`config.mk`:
```
export PLATFORM = sky130hd
export DESIGN_NAME = truth_table_evaluator_flat
export DESIGN_NICKNAME = d
export VERILOG_FILES = /design/src/rtl/truth_table_evaluator_if.sv /design/src/rtl/truth_table_evaluator.sv /design/src/flat_wrapper.sv
export SDC_FILE = /design/constraint.sdc
export NUM_CORES = 1
export LEC_CHECK = 0
export CAP_MARGIN = 20
export CORE_UTILIZATION = 40
export DETAILED_ROUTE_END_ITERATION = 7
export GPL_TIMING_DRIVEN = 1
export PLACE_DENSITY = 0.62
export SLEW_MARGIN = 20
export SYNTH_ARGS = -nofsm -noshare
export SYNTH_HDL_FRONTEND = slang
export SYNTH_SLANG_ARGS = --single-unit
```
`constraint.sdc`:
```
create_clock -name FPGA_CLK_50 -period 5.9 [get_ports FPGA_CLK_50]
set_input_delay 1.18 -clock FPGA_CLK_50 [delete_from_list [all_inputs] [get_ports FPGA_CLK_50]]
set_output_delay 1.18 -clock FPGA_CLK_50 [all_outputs]
set_load 0.02 [all_outputs]
```
`src/rtl/truth_table_evaluator_if.sv`:
```
// Bus between the truth-table evaluator, the GA controller and the logic array under test.
// slave is the evaluator side; master is the controller/array side.
interface truth_table_evaluator_if #(
    parameter int N_IN  = 4,
    parameter int N_OUT = 1
);
    localparam int TT_W    = (2 ** N_IN) * N_OUT;
    localparam int SCORE_W = $clog2(TT_W + 1);

    logic                  start;
    logic [TT_W-1:0]       target;
    logic [N_IN-1:0]       stim;
    logic [N_OUT-1:0]      resp;
    logic                  busy;
    logic                  done;
    logic [SCORE_W-1:0]    score;
    logic [2**N_IN-1:0]    err_map;

    modport master (
        output start, target, resp,
        input  stim, busy, done, score, err_map
    );

    modport slave (
        input  start, target, resp,
        output stim, busy, done, score, err_map
    );
endinterface

```
`src/rtl/truth_table_evaluator.sv`:
```
// Drives every input pattern onto an evolved logic array, samples its outputs after a
// settle time and scores them against a latched target truth table.
module truth_table_evaluator #(
    parameter int N_IN   = 4,
    parameter int N_OUT  = 1,
    parameter int SETTLE = 4
) (
    input  logic                   FPGA_CLK_50,
    input  logic                   RST_N,
    truth_table_evaluator_if.slave bus
);
    localparam int NPAT    = 2 ** N_IN;
    localparam int TT_W    = NPAT * N_OUT;
    localparam int SCORE_W = $clog2(TT_W + 1);
    localparam logic [N_IN:0] LAST_PAT    = (N_IN + 1)'(NPAT - 1);
    localparam logic [7:0]    SETTLE_LAST = 8'(SETTLE - 1);

    typedef enum logic [1:0] {IDLE, DRIVE, SAMPLE, DONE} state_t;

    state_t             state;
    logic [TT_W-1:0]    tgt;
    logic [N_IN:0]      pattern;
    logic [7:0]         settle_cnt;
    logic [N_OUT-1:0]   expected;
    logic [SCORE_W-1:0] hits;
    logic               mismatch;

    always_comb begin
        expected = tgt[int'(pattern[N_IN-1:0]) * N_OUT +: N_OUT];
        mismatch = |(bus.resp ^ expected);
        hits     = '0;
        for (int unsigned i = 0; i < N_OUT; i++)
            hits = hits + SCORE_W'(bus.resp[i] == expected[i]);
    end

    always_ff @(posedge FPGA_CLK_50) begin
        if (!RST_N) begin
            state      <= IDLE;
            bus.stim   <= '0;
            bus.busy   <= 1'b0;
            bus.done   <= 1'b0;
            bus.score  <= '0;
            bus.err_map <= '0;
            tgt        <= '0;
            pattern    <= '0;
            settle_cnt <= '0;
        end else begin
            bus.done <= 1'b0;
            case (state)
                IDLE: begin
                    if (bus.start) begin
                        tgt         <= bus.target;
                        bus.score   <= '0;
                        bus.err_map <= '0;
                        pattern     <= '0;
                        settle_cnt  <= '0;
                        bus.stim    <= '0;
                        bus.busy    <= 1'b1;
                        state       <= DRIVE;
                    end
                end
                DRIVE: begin
                    if (settle_cnt == SETTLE_LAST) begin
                        settle_cnt <= '0;
                        state      <= SAMPLE;
                    end else begin
                        settle_cnt <= settle_cnt + 1'b1;
                    end
                end
                SAMPLE: begin
                    bus.score                       <= bus.score + hits;
                    bus.err_map[pattern[N_IN-1:0]]  <= mismatch;
                    // stim moves to the next pattern on the same edge so its settle window starts at once
                    if (pattern == LAST_PAT) begin
                        bus.stim <= '0;
                        bus.done <= 1'b1;
                        state    <= DONE;
                    end else begin
                        pattern  <= pattern + 1'b1;
                        bus.stim <= pattern[N_IN-1:0] + 1'b1;
                        state    <= DRIVE;
                    end
                end
                DONE: begin
                    bus.busy <= 1'b0;
                    state    <= IDLE;
                end
                default: state <= IDLE;
            endcase
        end
    end
endmodule

```
`src/flat_wrapper.sv`:
```
// flat-port wrapper written by rule: the top's interface ports become plain ports
module truth_table_evaluator_flat 
#(
    parameter int N_IN   = 4,
    parameter int N_OUT  = 1,
    parameter int SETTLE = 4
)
  (FPGA_CLK_50, RST_N, bus_start, bus_target, bus_resp, bus_stim, bus_busy, bus_done, bus_score, bus_err_map);
  truth_table_evaluator_if #(.N_IN(N_IN), .N_OUT(N_OUT)) bus_i ();
  input  logic FPGA_CLK_50;
  input  logic RST_N;
  input wire logic [$bits(bus_i.start)-1:0] bus_start;
  input wire logic [$bits(bus_i.target)-1:0] bus_target;
  input wire logic [$bits(bus_i.resp)-1:0] bus_resp;
  output wire logic [$bits(bus_i.stim)-1:0] bus_stim;
  output wire logic [$bits(bus_i.busy)-1:0] bus_busy;
  output wire logic [$bits(bus_i.done)-1:0] bus_done;
  output wire logic [$bits(bus_i.score)-1:0] bus_score;
  output wire logic [$bits(bus_i.err_map)-1:0] bus_err_map;
  assign bus_i.start = bus_start;
  assign bus_i.target = bus_target;
  assign bus_i.resp = bus_resp;
  assign bus_stim = bus_i.stim;
  assign bus_busy = bus_i.busy;
  assign bus_done = bus_i.done;
  assign bus_score = bus_i.score;
  assign bus_err_map = bus_i.err_map;
  truth_table_evaluator #(.N_IN(N_IN), .N_OUT(N_OUT), .SETTLE(SETTLE)) u_core (.FPGA_CLK_50(FPGA_CLK_50), .RST_N(RST_N), .bus(bus_i));
endmodule
```
# After elaboration in Yosys (flattened, before gate mapping)
# Cells that the tools add are included.
# Widths: inputs -> output; s select.
[word_totals] mem_bits_ro=0 latch_bits=0 n_memories=0 wordCells=60 mem_bits_rw=0 reg_bits=58
[op_classes] reduce_logical=12 n_div=0 n_eq_ne=9 n_bitwise=1 n_mul=0 magnitude_cmp=2 add_sub_neg=4 shifts=1 mux=22
[op_table] op="$pmux 16 s2" count=1
[op_table] op="$pmux 5 s2" count=2
[op_table] op="$bwmux 16" count=1
[op_table] op="$mux 16" count=1
[op_table] op="$mux 8" count=2
[op_table] op="$pmux 8 s2" count=1
[op_table] op="$shiftx 16x5->1" count=1
[op_table] op="$reduce_and 2->1" count=6
[op_table] op="$mux 5" count=2
[op_table] op="$add 8x1->8 const B" count=1
[op_table] op="$eq 8x2->1 const B" count=1
[op_table] op="$mux 4" count=2
[op_table] op="$pmux 2 s4" count=1
[op_table] op="$pmux 4 s2" count=1
[op_table] op="$mux 2" count=3
[op_table] op="$reduce_bool 2->1" count=3
[op_table] op="$add 5x1->5" count=1
[op_table] op="$add 5x1->5 const B" count=1
[op_table] op="$eq 5x4->1 const B" count=1
[op_table] op="$lt 4x5->1 const B" count=1
[op_table] op="$add 4x1->4 const B" count=1
[op_table] op="$demux 1 s4" count=1
[op_table] op="$eq 2x2->1 const B" count=2
[op_table] op="$ge 4x1->1 const B" count=1
[op_table] op="other kinds (10)" count=13

# Logic depth before layout (Yosys ltp)
[logic_depth] depth_word=6 ltp_mapped=10

# Worst setup path before layout
# No wires, ideal clock.
[synth_path] path_type="input-to-reg" startpoint="in bus_resp" endpoint="reg u_core.bus.score[2]" path_buffers=1 t_arrival_ns=2.591 path_stages=9 required_time_ns=5.781 path_slack_ns=3.191 setup_ns=0.119 path_cell_list="buf_6 > xnor2_2 > mux2i_1 > mux2i_1 > ha_1 > ha_1 > mux2_2 > a22oi_1 > nor2b_1"
[synth_between] elab_chain_cells=3
[synth_lines] element="start: declaration" line="flat_wrapper.sv:14" source="input wire logic [$bits(bus_i.resp)-1:0] bus_resp;"
[synth_lines] element="$eq 1x1->1" line="truth_table_evaluator.sv:33" source="hits = hits + SCORE_W'(bus.resp[i] == expected[i]);"
[synth_lines] element="$add 5x1->5" line="truth_table_evaluator.sv:71" source="bus.score <= bus.score + hits;"
[synth_lines] element="$pmux 5 s2" line="truth_table_evaluator.sv:49" source="case (state)"
[synth_lines] element="end signal: assignment" line="truth_table_evaluator.sv:71"
[synth_lines] element="end: declaration" line="truth_table_evaluator_if.sv:26" source="output stim, busy, done, score, err_map"
# No other way between the ends.
# A chain may end at the register's enable or synchronous reset.

# Final worst setup path
# Same ends and word-level chain as after synthesis.

==> flow_metrics.env <==
export IMPL_fin_tns_setup_ns=0
export IMPL_drc=0
export IMPL_antenna_found_initial=0
export IMPL_maxSlewViolCount=0
export IMPL_die_w_um=85.7
export IMPL_leakage_nw=1.26
export IMPL_ys_flop_type="dfxtp_1"
export IMPL_path_buf_inv=1
export IMPL_final_cells=436
export IMPL_worst_pin_slew_ns=0.732
export IMPL_drtIter0Drc=126
export IMPL_clk_transition_reported_paths_ns=0.06
export IMPL_wl_per_cell_um=13.6
export IMPL_slowest_delay_ns=0.58
export IMPL_cp_start_kind="input port"
export IMPL_via_count=2228
export IMPL_async_flop_share_pct=0
export IMPL_nets=364
export IMPL_place_congestion=0.735
export IMPL_drt_wl_total_um=5940
export IMPL_post_cts_resized=0
export IMPL_slew_headroom_pct=51.2
export IMPL_final_core_util_pct=51.0
export IMPL_drtPass1Iterations=4
export IMPL_hold_path_class="flip-flop to flip-flop"
export IMPL_synthCells=298
export IMPL_min_period_over_period_pct=53.2
export IMPL_rsz0062_at_grt="no"
export IMPL_critPathSlowestCell="clkdlybuf4s50_1"
export IMPL_synth_edf_count=0
export IMPL_overflow=0
export IMPL_setup_viol=0
export IMPL_timing_fmax_ghz=0.319
export IMPL_die_area_um2=7340
export IMPL_dp_cells=421
export IMPL_die_height_um=85.7
export IMPL_postCtsSetupRepairBufs=0
export IMPL_syn2layout_area_growth_pct=23.8
export IMPL_vdd_drop_max_v=0.000127
export IMPL_crit_arrival_ns=3.36
export IMPL_cap_violations=0
export IMPL_rows=30
export IMPL_globalRouteTotalUtil_pct=17.2
export IMPL_p_total_mw=0.833
export IMPL_clk_path_buf_depth=2
export IMPL_cp_required_ns=6.12
export IMPL_hold_viol=0
export IMPL_yosysSeqAreaShare_pct=41.4
export IMPL_crit_type="input port to flip-flop"
export IMPL_fp_coreArea_um2=6790
export IMPL_finClkSkew_ns=0.0100
export IMPL_grt_max_degree=55
export IMPL_syn_area_um2=2800
export IMPL_cp_top_family="multiplexers"
export IMPL_port_buffers=46
export IMPL_yosysTopAreaCell="dfxtp_1"
export IMPL_drive_gt1_share_pct=8.82
export IMPL_cts_tree="built"
export IMPL_io_pin_count=47
export IMPL_cts_buffers=9
export IMPL_cts_htree_levels=3
export IMPL_insertion_delay_ns=0.33
export IMPL_critPathCaptureType="flip-flop"
export IMPL_synth_seq_cells=58
export IMPL_cts_root_buf="clkbuf_8"
export IMPL_crit_chain="clkdlybuf4s50_1, xnor2_2, mux2i_1, mux2i_1, ha_1, ha_1, mux2_2, a22oi_1, nor2b_1"
export IMPL_ant_nets=0
export IMPL_status="finished clean"
export IMPL_synth_top_area_share_pct=41.4
export IMPL_synth_top_cells_by_area="dfxtp_1 41%, a21boi_0 6.7%, nand2_1 6.4%"
export IMPL_synth_distinct_cells=43
export IMPL_synth_area_per_cell_um2=9.40
export IMPL_clock_sinks=58
export IMPL_worstPathMaxFanout=5
export IMPL_diodes=0
export IMPL_powerDensity_nw_per_um2=240
export IMPL_synth_warnings=0
export IMPL_finalCriticalPeriod_ns=3.14
export IMPL_mappedNetlistNets=326
export IMPL_hpwlAfterDp_um=3940
export IMPL_start_util_pct=41.2
export IMPL_cts_hold_buf=0
export IMPL_grt_pass1_wl_um=9880
export IMPL_first_global_vias=2071
export IMPL_vias_per_cell=5.11
layout by cell type (no fill, tap or decap), types with 6 or more instances in the layout:
cell	count
xor2_1	7
ha_1	8
nor2_1	11
dfxtp_1	58
o21ai_0	7
nand2_1	48
clkdlybuf4s50_1	46
nor2b_1	12
clkbuf_8	11
o31ai_1	8
o211ai_1	8
a21boi_0	25
and2_1	9
mux4_2	6
cell type report:
type	instances	area [µm²]
timing repair buffer	47	468
inverter	5	18.8
sequential	58	1160
clock inverter	3	15.0
fill	681	3330
tap	96	120
multi-input combinational	215	1530
clock buffer	12	155
power breakdown:
part	total, mW	internal (mW)	switching [mW]
Sequential	0.417	0.404	0.0132
Combinational	0.0938	0.0434	0.0504
Clock	0.322	0.171	0.151
synthesized netlist by cell type, drive strengths merged, types with 2 or more instances:
master  count
clkbuf     10
mux4        6
dfxtp      58
inv         5
xor2        7
nor3b       3
nor2       11
o211ai      8
a21boi     26
or3b        2
nand2b      2
o21ai       8
ha          8
a21oi       5
o211a       5
a22oi       5
xnor2       5
o311a       4
nor2b      12
nand2      48
or2         2
and2        9
and3        5
o31ai       8
a32o        4
buf        10
nand3       3
nand4       5
nand3b      5
mux2i       3
stage by stage:
stage               hold WS, ns  instance area, µm²  setup slack, ns
finish                    0.463                3470             2.76
floorplan                 0.440                2800             3.19
global placement          0.451                3290             2.45
CTS                       0.467                3460             2.75
detailed placement        0.457                3290             2.40
global route              0.485                3470             2.57
metal layers:
layer	vias up	GRT usage [%]	routed length, µm	part of all wire [%]
met5	-	0	0	0
met4	0	8.18	99	1.7
met3	12	3.18	238	4.0
met2	54	26.9	2670	45
met1	1026	23.1	2930	49
li1	1136	-	-	-
path summary, 6_finish.rpt:
| kind | start | to | slack (ns) | cells past startpoint |
|---|---|---|---|---|
| worst min register to register | u_core.tgt[6]$_SDFFE_PN0P_ | u_core.tgt[6]$_SDFFE_PN0P_ | 0.46 | 2 |
| worst max-delay path | bus_resp | u_core.bus.score[2]$_SDFFE_PN0P_ | 2.76 | 9 |
| worst max register to register | u_core.pattern[0]$_SDFFE_PN0P_ | u_core.bus.score[2]$_SDFFE_PN0P_ | 3.03 | 9 |
| worst min-delay path | u_core.tgt[6]$_SDFFE_PN0P_ | u_core.tgt[6]$_SDFFE_PN0P_ | 0.46 | 2 |
worst register-to-register path, cell delays in order (launching register included):
cell,delay [ns]
dfxtp_1,0.63
mux4_2,0.62
xnor2_2,0.26
mux2i_1,0.12
mux2i_1,0.20
ha_1,0.21
ha_1,0.19
mux2_2,0.34
a22oi_1,0.13
nor2b_1,0.07
sequential cells by signal, summed over array words and instances (netlist names):
| name | flops |
|---|---|
| u_core.state | 2 |
| u_core.bus.stim | 4 |
| u_core.tgt | 16 |
| u_core.bus.busy | 1 |
| u_core.pattern | 5 |
| u_core.bus.done | 1 |
| u_core.bus.err_map | 16 |
| u_core.bus.score | 5 |
| u_core.settle_cnt | 8 |
kinds of logic after synthesis:
kind of cell / synth area share, %
AO/OA/AOI/OAI: 20.5
multiplexers: 6.30
XOR/XNOR: 4.29
adder cells (fa/ha/maj): 3.57
flip-flops: 41.4
buffers and inverters: 4.20
AND/OR/NAND/NOR: 19.7
(Power assumes the default switching activity.)
